<file path="src/rtl/random_access_checker_pkg.sv">
// random_access_checker_pkg: shared FSM states and PRNG seed constants
package random_access_checker_pkg;
   typedef enum logic [2:0] {IDLE, RUN, DRAIN, DONE, FAIL} state_t;
   localparam logic [31:0] X0_INIT = 32'd12345678;
   localparam logic [31:0] X1_INIT = 32'd36243669;
   localparam logic [31:0] X2_INIT = 32'd521288629;
   localparam logic [31:0] X3_INIT = 32'd1481231;
endpackage

</file>
<file path="src/rtl/random_access_checker_xorshift128_gen.sv">
// xorshift128_gen: xorshift128 PRNG stepping once per cycle while advance is high
module xorshift128_gen
   import random_access_checker_pkg::*;
#(
   parameter logic [31:0] SEED = X3_INIT
) (
   input  logic        clock,
   input  logic        reset,
   input  logic        advance,
   output logic [31:0] x0
);
   logic [31:0] x1, x2, x3, s, t;
   assign s = x3 ^ (x3 << 11);
   assign t = s ^ (s >> 8);
   always_ff @(posedge clock) begin
      if (reset) begin
         x0 <= X0_INIT;
         x1 <= X1_INIT;
         x2 <= X2_INIT;
         x3 <= SEED;
      end else if (advance) begin
         x0 <= t ^ x0 ^ (x0 >> 19);
         x1 <= x0;
         x2 <= x1;
         x3 <= x2;
      end
   end
endmodule

</file>
<file path="config.mk">
export PLATFORM = sky130hd
export DESIGN_NAME = xorshift128_gen
export DESIGN_NICKNAME = d
export VERILOG_FILES = /design/src/rtl/random_access_checker_pkg.sv /design/src/rtl/random_access_checker_xorshift128_gen.sv
export SDC_FILE = /design/constraint.sdc
export NUM_CORES = 1
export LEC_CHECK = 0
export CORE_MARGIN = 1.5
export CORE_UTILIZATION = 55
export CTS_BUF_LIST = sky130_fd_sc_hd__clkbuf_4 sky130_fd_sc_hd__clkbuf_8
export DETAILED_ROUTE_END_ITERATION = 7
export PLACE_DENSITY = 0.78
export SLEW_MARGIN = 20
export SYNTH_ARGS = -nofsm -noshare
export SYNTH_HDL_FRONTEND = slang
export SYNTH_SLANG_ARGS = --single-unit
export TNS_END_PERCENT = 10
</file>
<file path="constraint.sdc">
create_clock -name clock -period 1.5 [get_ports clock]
set_input_delay 0.45 -clock clock [delete_from_list [all_inputs] [get_ports clock]]
set_output_delay 0.45 -clock clock [all_outputs]
set_load 0.005 [all_outputs]
</file>
==> results of run 1 <==
==> through the flow <==
stage	hold WS (ns)	setup slack, ns	TNS, ns
4_1_cts	0.289	0.00104	0
2_1_floorplan	0.441	0.0333	0
6_report	0.314	0.0343	0
5_1_grt	0.302	-0.0158	-0.0386
3_5_place_dp	0.454	0.0456	0
3_3_place_gp	0.452	0.0718	0
==> cells in the mapped netlist <==
cell | count | area share
nor2_1 | 72 | 0.053
xor2_1 | 21 | 0.036
clkinv_1 | 1 | 0.00073
or3b_1 | 6 | 0.010
xor2_2 | 3 | 0.0095
inv_2 | 1 | 0.00073
a31o_1 | 1 | 0.0017
buf_2 | 11 | 0.011
a21oi_1 | 17 | 0.017
o21ai_1 | 10 | 0.0097
xnor2_1 | 42 | 0.072
xnor3_1 | 3 | 0.013
clkbuf_1 | 18 | 0.013
nor3_1 | 6 | 0.0058
o21ai_0 | 12 | 0.012
dfxtp_1 | 128 | 0.50
and3_1 | 6 | 0.0073
nand2_1 | 44 | 0.032
or3_1 | 10 | 0.012
mux2i_1 | 96 | 0.19
==> power by group through the flow <==
stage               combinational, mW  clock (mW)  sequential, mW
floorplan                       0.835           0            3.97
global placement                 1.22           0            4.00
detailed placement               1.26           0            4.01
CTS                              1.29        3.01            3.93
global route                     1.45        3.17            3.97
finish                           1.31        2.96            3.93
==> final cells by class <==
cell class | instances | area (sq um) | area share
Tap cell | 111 | 139 | 0.0222
Clock inverter | 9 | 106 | 0.0170
Sequential cell | 128 | 2620 | 0.418
Clock buffer | 23 | 304 | 0.0486
Timing Repair Buffer | 64 | 601 | 0.0961
Inverter | 2 | 7.51 | 0.00120
Multi-Input combinational cell | 349 | 2480 | 0.397
==> worst reg2reg max path, cell delays in order (launching register included) <==
cell	delay, ns
dfxtp_4	0.35
buf_6	0.12
xor2_2	0.18
xnor2_2	0.25
nor3_2	0.07
or3b_1	0.37
==> metal layers <==
metal	GRT usage	routed length, microns
met3	0.0534	361
met2	0.336	4640
met4	0.0856	111
met1	0.258	4340
met5	0	0
==> how the worst min path moves through the flow <==
stage	to	slack, ns	cells past startpoint
after detailed placement	x3[17]$_SDFFE_PP1P_	0.45	2
after global placement	x1[11]$_SDFFE_PP1P_	0.45	2
after CTS	x0[20]$_SDFFE_PP1P_	0.29	2
after global routing	x0[20]$_SDFFE_PP1P_	0.30	2
after floorplan	x1[0]$_SDFFE_PP1P_	0.44	2
final	x0[20]$_SDFFE_PP1P_	0.31	2
==> registers in the layout, indices dropped and copies added, names as in the netlist <==
register and cells:
x2 32, x3 32, x0 32, x1 32
==> kinds of logic after synthesis <==
family                 after synthesis  synth area share
XOR/XNOR                            69             0.130
AO/OA/AOI/OAI                       40            0.0397
buffers and inverters               31            0.0253
AND/OR/NAND/NOR                    144             0.120
multiplexers                        96             0.187
flip-flops                         128             0.498
==> repair_timing <==
| item | 4_1_cts | 5_1_grt |
|---|---|---|
| pin swaps | 0 | 3 |
| gates resized for setup | 71 | 19 |
| setup buffers | 13 | 1 |
| endpoints found under the setup margin | 32 | 18 |
==> run_results.csv, run 1 <==
group,metric,value,unit
clocking,cts.root.buffer_cell,"clkbuf_8",
worst_setup_path,setup.worst_path.start,"x0[31]$_SDFFE_PP0P_",
worst_setup_path,worstSetupPathDepth,1,
worst_setup_path,crit_arrival,1.02,ns
worst_setup_path,crit_type,"reg2out",
global_routing,grt_max_degree,51,
cells_and_area,final_cell_mix,"96 x mux2i_1, 94 x dfxtp_1, 72 x nor2_1",
timing,finalSetupViolCount,0,
clocking,clk_pin_slew,0.07,ns
clocking,cts_buffers,17,
clocking,cts_max_path_buffers,2,
timing,tightest_slew,0.371,ns
worst_setup_path,slowest_delay,0.34,ns
floorplanning,die_y,99.7,microns
floorplanning,rows,35,
worst_setup_path,regToRegStartpoint,"x0[22]$_SDFFE_PP0P_",
power_and_ir_drop,internal-power,6.11,mW
clocking,h-tree-depth,4,
synth,syn_inst,508,
clocking,cts_num_sinks,128,
floorplanning,fp.dieW,99.7,microns
power_and_ir_drop,ir_worst_vdd,0.000770,V
global_routing,grt_pass1_wl,16000,microns
power_and_ir_drop,pwr-share-seq,0.480,
floorplanning,core_area,9150,sq um
global_routing,antenna_found_initial,0,
clocking,clk-insertion-delay-late,0.43,ns
power_and_ir_drop,p_leak,2.80,nW
min_path,hold_class,"in2reg",
worst_setup_path,regToRegSetupSlack,0.04,ns
clocking,hold_buffers,0,
floorplanning,die_area,9940,sq um
power_and_ir_drop,powerDensity,1310,nW/um^2
synth,syn_area,5140,sq um
cells_and_area,fillers,676,
cells_and_area,final_util,0.683,
placement,place_congestion,0.742,
worst_setup_path,r2r_end,"x0[3]$_SDFFE_PP1P_",
timing,hold_viol_final,0,
worst_setup_path,crit_chain,"dlygate4sd2_1",
timing,slew_viol_final,0,
worst_setup_path,crit_path_top_delay_cell,"dfxtp_2",
routing,routedWlPerCell,13.8,microns
timing,clock.fmax,682,MHz
timing,fin_skew,0.0130,ns
placement,io_buffers,34,
global_routing,track_usage,0.205,
power_and_ir_drop,p_sw,2.09,mW
power_and_ir_drop,clockPowerShare,0.361,
cells_and_area,drive_gt1_frac,0.186,
placement,dpl-instance-area,5680,sq um
clocking,cts_tree,"yes",
routing,final_antenna_net_count,0,
cells_and_area,final_net_count,565,
routing,drt_iter0_markers,121,
power_and_ir_drop,sw_frac_of_total,0.255,
flow_run,cap_violations,0,
worst_setup_path,crit_buf_inv,1,
timing,min_period_over_period,0.977,
synth,syn-num-nets,511,
global_routing,grt.overflow.total,0,
cells_and_area,layout.cells.most_common,"mux2i_1",
synth,netlist-cell-type-count,20,
synth,seq_area_frac_synth,0.498,
worst_setup_path,cp.required,1.05,ns
cells_and_area,diodes,0,
routing,vias_per_cell,5.20,
worst_setup_path,end_kind,"output pin",
worst_setup_path,cp-endpoint,"x0[31]",
outcome,outcome,"finished, final reports clean",
power_and_ir_drop,combPwrFrac,0.160,
worst_setup_path,crit_fanout,4,
routing,drt-total-wl,9450,microns
synth,post_synth.cell_area_avg,10.1,sq um
cells_and_area,stdcell_count,686,
worst_setup_path,start_kind,"register",
timing,slew_headroom,0.751,
power_and_ir_drop,fin_total_pwr,8.20,mW
placement,hpwl,6010,microns
placement,dp_cells,640,
floorplanning,start_util,0.562,
min_path,worstHoldStart,"reset",
routing,dr.pass1.iters,4,
synth,ys_ff_latch,128,
worst_setup_path,crit_family,"flip-flops",
cells_and_area,syn2layout_area_growth,21.5,%
global_routing,grt_pass1_vias,3482,
timing,period_needed,1.47,ns
timing,grt_setup_unrepaired,"yes",
routing,remaining_drc_errors,0,
synth,yosys_warnings,0,
worst_setup_path,r2r_cells,5,
routing,vias,3570,
floorplanning,ios,35,
cells_and_area,stdcell_area,6250,sq um
No activity file was read; power rests on OpenSTA's default activity.
==> inputs of run 2 (changes only) <==
--- a/config.mk
+++ b/config.mk
@@ -9,6 +9,7 @@
 export CORE_UTILIZATION = 55
 export CTS_BUF_LIST = sky130_fd_sc_hd__clkbuf_4 sky130_fd_sc_hd__clkbuf_8
 export DETAILED_ROUTE_END_ITERATION = 7
+export GPL_ROUTABILITY_DRIVEN = 0
 export PLACE_DENSITY = 0.78
 export SLEW_MARGIN = 20
 export SYNTH_ARGS = -nofsm -noshare
==> results of run 2 <==
Same layout as run 1: the final DEF is identical, and so are final timing and power.
